## src/rtl/dat_mem_bulk_if.sv

```systemverilog
// dat_mem_bulk_if: host store/read port and bulk-loader handshake of the data memory
interface dat_mem_bulk_if #(
    parameter int W         = 8,
    parameter int AW        = 8,
    parameter int NUM_WORDS = 15
);
    logic                              write_en;
    logic [AW-1:0]                     waddr;
    logic [W-1:0]                      data_in;
    logic [AW-1:0]                     raddr;
    logic [W-1:0]                      data_out;
    logic                              load_start;
    logic [NUM_WORDS-1:0][2*W-1:0]     load_data;
    logic                              load_busy;
    logic                              load_done;

    modport master (
        output write_en, waddr, data_in, raddr, load_start, load_data,
        input  data_out, load_busy, load_done
    );
    modport slave (
        input  write_en, waddr, data_in, raddr, load_start, load_data,
        output data_out, load_busy, load_done
    );
endinterface

```

## src/rtl/dat_mem_bulk.sv

```systemverilog
// dat_mem_bulk: byte memory with one host write port, one read port of selectable latency,
// and a loader that copies a codeword image into a fixed window, low byte first.
module dat_mem_bulk #(
    parameter int W          = 8,
    parameter int BYTE_COUNT = 256,
    parameter int NUM_WORDS  = 15,
    parameter int LOAD_BASE  = 64,
    parameter int RD_LATENCY = 0
) (
    input logic           clk,
    input logic           rst_n,
    dat_mem_bulk_if.slave bus
);
    localparam int AW = $clog2(BYTE_COUNT);
    localparam int NB = 2 * NUM_WORDS;
    localparam int IW = $clog2(NB + 1);

    typedef enum logic [1:0] {IDLE, LOAD, DONE} state_t;

    if (LOAD_BASE + NB > BYTE_COUNT) begin : g_bad_window
        $error("dat_mem_bulk: load window exceeds BYTE_COUNT");
    end
    if (RD_LATENCY != 0 && RD_LATENCY != 1) begin : g_bad_latency
        $error("dat_mem_bulk: RD_LATENCY must be 0 or 1");
    end

    state_t                        state_q, state_d;
    logic [IW-1:0]                 idx_q, idx_d;
    logic [NUM_WORDS-1:0][2*W-1:0] image_q, image_d;
    logic [W-1:0]                  core_q [BYTE_COUNT];
    logic                          ld_we;
    logic [2*W-1:0]                ld_word;
    logic [W-1:0]                  ld_byte;
    logic [W-1:0]                  rd_data;
    logic [AW-1:0]                 ld_addr;
    logic                          wr_ok;
    logic                          rd_ok;

    assign ld_word = image_q[idx_q[IW-1:1]];
    assign ld_byte = idx_q[0] ? ld_word[2*W-1:W] : ld_word[W-1:0];
    assign ld_addr = AW'(LOAD_BASE) + AW'(idx_q);
    // Non-power-of-2 sizes leave a hole at the top of the address space
    assign wr_ok = {1'b0, bus.waddr} < (AW+1)'(BYTE_COUNT);
    assign rd_ok = {1'b0, bus.raddr} < (AW+1)'(BYTE_COUNT);
    assign rd_data = rd_ok ? core_q[bus.raddr] : '0;
    assign bus.load_busy = state_q == LOAD;
    assign bus.load_done = state_q == DONE;

    always_comb begin
        state_d = state_q;
        idx_d = idx_q;
        image_d = image_q;
        ld_we = 1'b0;
        case (state_q)
            IDLE: begin
                if (bus.load_start) begin
                    state_d = LOAD;
                    idx_d = '0;
                    image_d = bus.load_data;
                end
            end
            LOAD: begin
                if (!bus.write_en) begin
                    ld_we = 1'b1;
                    idx_d = idx_q + 1'b1;
                    state_d = (idx_q == IW'(NB - 1)) ? DONE : LOAD;
                end
            end
            default: state_d = IDLE;
        endcase
    end

    always_ff @(posedge clk or negedge rst_n) begin
        if (!rst_n) begin
            state_q <= IDLE;
            idx_q <= '0;
            image_q <= '0;
        end else begin
            state_q <= state_d;
            idx_q <= idx_d;
            image_q <= image_d;
        end
    end

    // The host wins any cycle it writes; the loader only writes while stalled-free
    always_ff @(posedge clk or negedge rst_n) begin
        if (!rst_n) begin
            for (int i = 0; i < BYTE_COUNT; i++) core_q[i] <= '0;
        end else if (bus.write_en && wr_ok) begin
            core_q[bus.waddr] <= bus.data_in;
        end else if (ld_we) begin
            core_q[ld_addr] <= ld_byte;
        end
    end

    if (RD_LATENCY == 0) begin : g_rd_comb
        assign bus.data_out = rd_data;
    end else begin : g_rd_reg
        logic [W-1:0] dout_q;
        always_ff @(posedge clk or negedge rst_n) begin
            if (!rst_n) dout_q <= '0;
            else dout_q <= rd_data;
        end
        assign bus.data_out = dout_q;
    end
endmodule

```

## src/flat_wrapper.sv

```systemverilog
// flat-port wrapper written by rule: the top's interface ports become plain ports
module dat_mem_bulk_flat 
#(
    parameter int W          = 8,
    parameter int BYTE_COUNT = 256,
    parameter int NUM_WORDS  = 15,
    parameter int LOAD_BASE  = 64,
    parameter int RD_LATENCY = 0
)
  (clk, rst_n, bus_write_en, bus_waddr, bus_data_in, bus_raddr, bus_load_start, bus_load_data, bus_data_out, bus_load_busy, bus_load_done);
  dat_mem_bulk_if #(.W(W), .AW(8), .NUM_WORDS(NUM_WORDS)) bus_i ();
  input logic clk;
  input logic rst_n;
  input wire logic [$bits(bus_i.write_en)-1:0] bus_write_en;
  input wire logic [$bits(bus_i.waddr)-1:0] bus_waddr;
  input wire logic [$bits(bus_i.data_in)-1:0] bus_data_in;
  input wire logic [$bits(bus_i.raddr)-1:0] bus_raddr;
  input wire logic [$bits(bus_i.load_start)-1:0] bus_load_start;
  input wire logic [$bits(bus_i.load_data)-1:0] bus_load_data;
  output wire logic [$bits(bus_i.data_out)-1:0] bus_data_out;
  output wire logic [$bits(bus_i.load_busy)-1:0] bus_load_busy;
  output wire logic [$bits(bus_i.load_done)-1:0] bus_load_done;
  assign bus_i.write_en = bus_write_en;
  assign bus_i.waddr = bus_waddr;
  assign bus_i.data_in = bus_data_in;
  assign bus_i.raddr = bus_raddr;
  assign bus_i.load_start = bus_load_start;
  assign bus_i.load_data = bus_load_data;
  assign bus_data_out = bus_i.data_out;
  assign bus_load_busy = bus_i.load_busy;
  assign bus_load_done = bus_i.load_done;
  dat_mem_bulk #(.W(W), .BYTE_COUNT(BYTE_COUNT), .NUM_WORDS(NUM_WORDS), .LOAD_BASE(LOAD_BASE), .RD_LATENCY(RD_LATENCY)) u_core (.clk(clk), .rst_n(rst_n), .bus(bus_i));
endmodule
```

## config.mk

```make
export PLATFORM = sky130hd
export DESIGN_NAME = dat_mem_bulk_flat
export DESIGN_NICKNAME = d
export VERILOG_FILES = /design/src/rtl/dat_mem_bulk_if.sv /design/src/rtl/dat_mem_bulk.sv /design/src/flat_wrapper.sv
export SDC_FILE = /design/constraint.sdc
export NUM_CORES = 2
export LEC_CHECK = 0
export BUFFER_PORTS_ARGS = -buffer_cell sky130_fd_sc_hd__buf_2
export CORE_MARGIN = 5
export CORE_UTILIZATION = 25
export CTS_CLUSTER_DIAMETER = 30
export DETAILED_ROUTE_END_ITERATION = 16
export PLACE_DENSITY = 0.36
export SYNTH_ARGS = -nofsm -noshare
export SYNTH_HDL_FRONTEND = slang
export SYNTH_SLANG_ARGS = --single-unit
export TNS_END_PERCENT = 20
```

## constraint.sdc

```tcl
create_clock -name clk -period 5.5 [get_ports clk]
set_input_delay 0.825 -clock clk [delete_from_list [all_inputs] [get_ports clk]]
set_output_delay 0.825 -clock clk [all_outputs]
set_load 0.05 [all_outputs]
```

==> results.md <==
Run status:
- The run finished with clean final reports.

Clock network:
- For the worst-skew pair, the clock arrives at the later sink with an insertion delay of between 1000 and 1500 ps.
- The sink count of the clock tree is 2295.
- The clock tree synthesis step divided the H-tree into 6 levels.
- The buffer type at the clock tree root is clkbuf_16.
- The clock tree from TritonCTS is done.
- The post-CTS clock slew at the launch and capture registers of the worst setup and hold paths is about 40 ps.
- Post-CTS timing repair inserted 0 buffers for setup.
- The deepest clock path buffer count is 4.
- The number of buffers inserted during clock tree synthesis is approximately 650.

STA:
- Clock skew on the completed layout was measured at between 80 and 90 ps.
- The count of pins over their slew limit is 0.
- Derived from the worst setup path, the maximum achievable clock frequency is around 190 MHz.
- Setup repair after global routing left no endpoint under its margin.
- The hold violation count in the final report is 0.
- The setup violation total in the final timing report is 0.
- The worst path needs 5390 ps of the cycle, external delays included.
- The final period utilization is between 90 and 100%.
- The measured slew at the worst slew-check pin is ~1200 ps.
- The worst relative slew slack is 19.8%.

Critical path:
- The worst-path maximum fanout is 34.
- The data arrival at the endpoint of the critical path is about 4600 ps.
- Walking the worst path, the cells encountered are buf_8 > buf_12 > mux4_2 > mux2i_1 > nor2_1 > o41ai_2 > buf_4 > o211a_1 > nor4_2 > buf_2.
- The worst setup path is captured at an output pin.
- The worst register-to-register path has a setup slack of between 1000 and 1500 ps.
- Counting both buffers and inverters, the worst setup path holds a total of 4.
- The largest individual stage delay along the critical path comes from the cell o41ai_2.
- The nature of the critical path startpoint is an input pin.
- On the worst path, the slowest cell contributes a delay of 780 ps.
- The family of cells with the greatest summed delay on the critical path is buffers and inverters.
- STA puts the critical path data required time at about 4700 ps.
- The critical setup path kind is input pin to output pin.

Global route:
- The initial antenna violation count is 52.
- Global routing consumed, on the met2 layer, approximately 28% of the routing resources.
- The global routing met3 resource utilization is 3.31%.
- The layer flagged by global routing as most heavily used is met2.
- The largest net degree at the start of global routing is approximately 150.
- The via count of the first global-routing pass is 78100.
- The first global-routing pass estimated about 580 mm of wire.
- For met1 alone, demand over resource in global routing was 25.0%.
- The overall routing resource usage is between 10% and 20%.
- For this run the aggregate overflow at the end of global routing stands at 0.

Synth:
- The prevailing post-synth register cell is dfrtp_1.
- The Yosys step of the flow raised 0 warnings.
- The number of standard cells after synthesis is approximately 7800.
- The count of distinct cell types in the synthesized netlist is 75.
- The post-synthesis area per instance is about 14 um^2.
- The count of state elements after synthesis is roughly 2300.
- Counting flops with a built-in enable in the synthesized netlist gives 0.
- The mapped cell area is roughly 110000 um^2.
- The total nets after synthesis is 8071.
- The sequential cell area fraction in the yosys report is approximately 54%.
- The share of flip-flops with an asynchronous set or reset after synthesis is between 90% and 100%.

Layout:
- With fillers left out, the area of the finished cells amounts to ~140000 um^2.
- The number of nets at the end of the flow is a little under 9000.
- After filler insertion, the fill cell instance count of the layout stands at between 40000 and 50000.
- Leaving out fill and tap cells, the most frequent cell in the layout is dfrtp_1.
- Leaving out fill and tap cells, the most frequent cells in the layout are 2293 x dfrtp_1, 1616 x mux2_2, 838 x nand2_1.
- The final cell count without fillers is 14900.
- Relative to the synthesized area, the layout overhead comes to 32.3%.
- The post-route netlist has approximately two fifths of its cells at a drive strength greater than 1.

Floorplan:
- The die is ~660 um wide.
- ~280 I/O pins were placed.
- After floorplanning, the core was sized to cover around 420000 um^2.
- In this run the vertical extent of the chip is around 660 um.
- The die covers roughly 440000 um^2.
- After floorplanning, the core was divided into about 240 placement rows.
- The initial core utilization is about a quarter.

Routing:
- The detailed router's first-iteration violation count is between 4000 and 5000.
- After detailed routing, the number of vias per cell comes to just under 5.
- The via total after detailed routing is 72500.
- The number of design rule violations left after detail routing is 0.
- Wires add up to 398 mm.
- Before antenna repair, the detailed router went through 6 iterations.
- The post-detailed-route wirelength per cell is around 27 um.
- The number of nets still failing antenna checks after routing is 0.

Power:
- The reported leakage power is approximately 63 nW.
- Power spread over the standard cell area amounts to around 480 nW/um^2.
- The maximum VDD drop is approximately 570 uV.

Job:
- Across the run, the number of max-cap violations was 0.

Placement:
- Once detailed placement completed, the half-perimeter wirelength came to roughly 260 mm.
- Routability-driven placement finished with a final weighted congestion of just over 0.8.
- The number of input and output port buffers inserted is roughly 280.
- Summing all placed instances gives a cell area of between 100000 and 150000 um^2.
- The instance count after placement with tap cells included is 13400.

Min path:
- The min-delay analysis places its worst path in the category input pin to register.
## what timing repair did
| action | 4_1_cts | 5_1_grt |
|---|---|---|
| setup endpoints to repair | 2 | 0 |
| hold endpoints to repair | 293 | 0 |
| hold buffers | 233 | 0 |
| gates resized for setup | 3 | 0 |
## path summary, 6_finish.rpt
check	startpoint	depth (start not counted)	endpoint
min	bus_load_data[26]	2	u_core.image_q[26]
max in group asynchronous	rst_n	3	u_core.core_q[700]
min reg2reg	u_core.core_q[719]	2	u_core.core_q[719]
min in group asynchronous	rst_n	2	u_core.core_q[1279]
max reg2reg	u_core.idx_q[2]	7	u_core.core_q[1417]
max	bus_raddr[0]	10	bus_data_out[1]
## logic make-up (layout without fill, tap and decap cells)
logic type / Yosys count / after routing / synth area share (%)
other cells: 0 / 23 / 0
fa+ha+maj: 4 / 4 / 0.0474
flops: 2295 / 2295 / 54.3
mux: 2288 / 2288 / 29.2
compound gates: 1468 / 1468 / 8.92
simple gates: 1122 / 1122 / 4.52
buf+inv: 619 / 2029 / 2.94
xor+xnor: 3 / 3 / 0.0249
## cells in the mapped netlist (all sizes together) (5+ instances only)
cell type,n,area share [%]
nand2,842,3.0
a221o,12,0.11
o21a,47,0.33
o221ai,92,0.77
o21ai,686,3.3
nand3,15,0.071
nor3,58,0.28
o211ai,15,0.11
inv,7,0.025
nor2,74,0.26
nor4bb,5,0.047
a211o,7,0.058
dfrtp,2295,54
clkbuf,376,1.3
nand3b,6,0.043
mux2i,210,2.0
buf,231,1.6
a21oi,78,0.37
o2bb2ai,16,0.13
clkinv,5,0.018
nor3b,6,0.052
a22oi,221,1.6
nor2b,23,0.14
a22o,61,0.51
nand4,13,0.077
a21o,5,0.036
o31ai,11,0.078
mux2,1616,17
a221oi,35,0.29
and2,7,0.041
o32ai,7,0.058
mux4,462,10
nand2b,16,0.095
and3,30,0.18
o22ai,90,0.55
o22a,63,0.52
a211oi,12,0.090
nor4,12,0.11
## where the power goes
| part | total [W] | internal, W | switching [W] |
|---|---|---|---|
| Clock | 0.0385 | 0.0270 | 0.0115 |
| Sequential | 0.0204 | 0.0191 | 0.00136 |
| Combinational | 0.00866 | 0.00346 | 0.00520 |
| Total | 0.0676 | 0.0495 | 0.0180 |
## registers in the layout (all words and copies together) (netlist names)
name	cells
u_core.core_q	2048
u_core.image_q	240
u_core.idx_q	5
u_core.state_q	2
## layout make-up
type                            count  area (um^2)  area share (%)
Tap cell                         5640         7060            5.05
Sequential cell                  2295        57400            41.1
Antenna cell                       23         57.6          0.0412
Inverter                           12         60.1          0.0430
Timing Repair Buffer              840         6950            4.97
Clock buffer                      909        18700            13.4
Clock inverter                    268         4040            2.89
Multi-Input combinational cell   4885        45400            32.5
## metrics by stage
stage	setup slack (ps)	hold WS [ps]	setup TNS [ps]	util (%)	total power (W)
final	115	86.9	0	33.2	0.0676
after global routing	82.7	37.6	0	33.2	0.0701
after CTS	44.1	1.63	0	33.2	0.0684
after detailed placement	-479	463	-571	27.2	0.0292
after global placement	-448	453	-544	27.2	0.0290
after floorplan	899	431	0	-	0.0252
## layer usage
metal | wire length, um | vias to the layer above
met2 | 185000 | 1908
met3 | 19700 | 615
met5 | 27 | -
met4 | 10300 | 4
met1 | 183000 | 38700
li1 | - | 31300
Power figures use the tool's default switching activity.
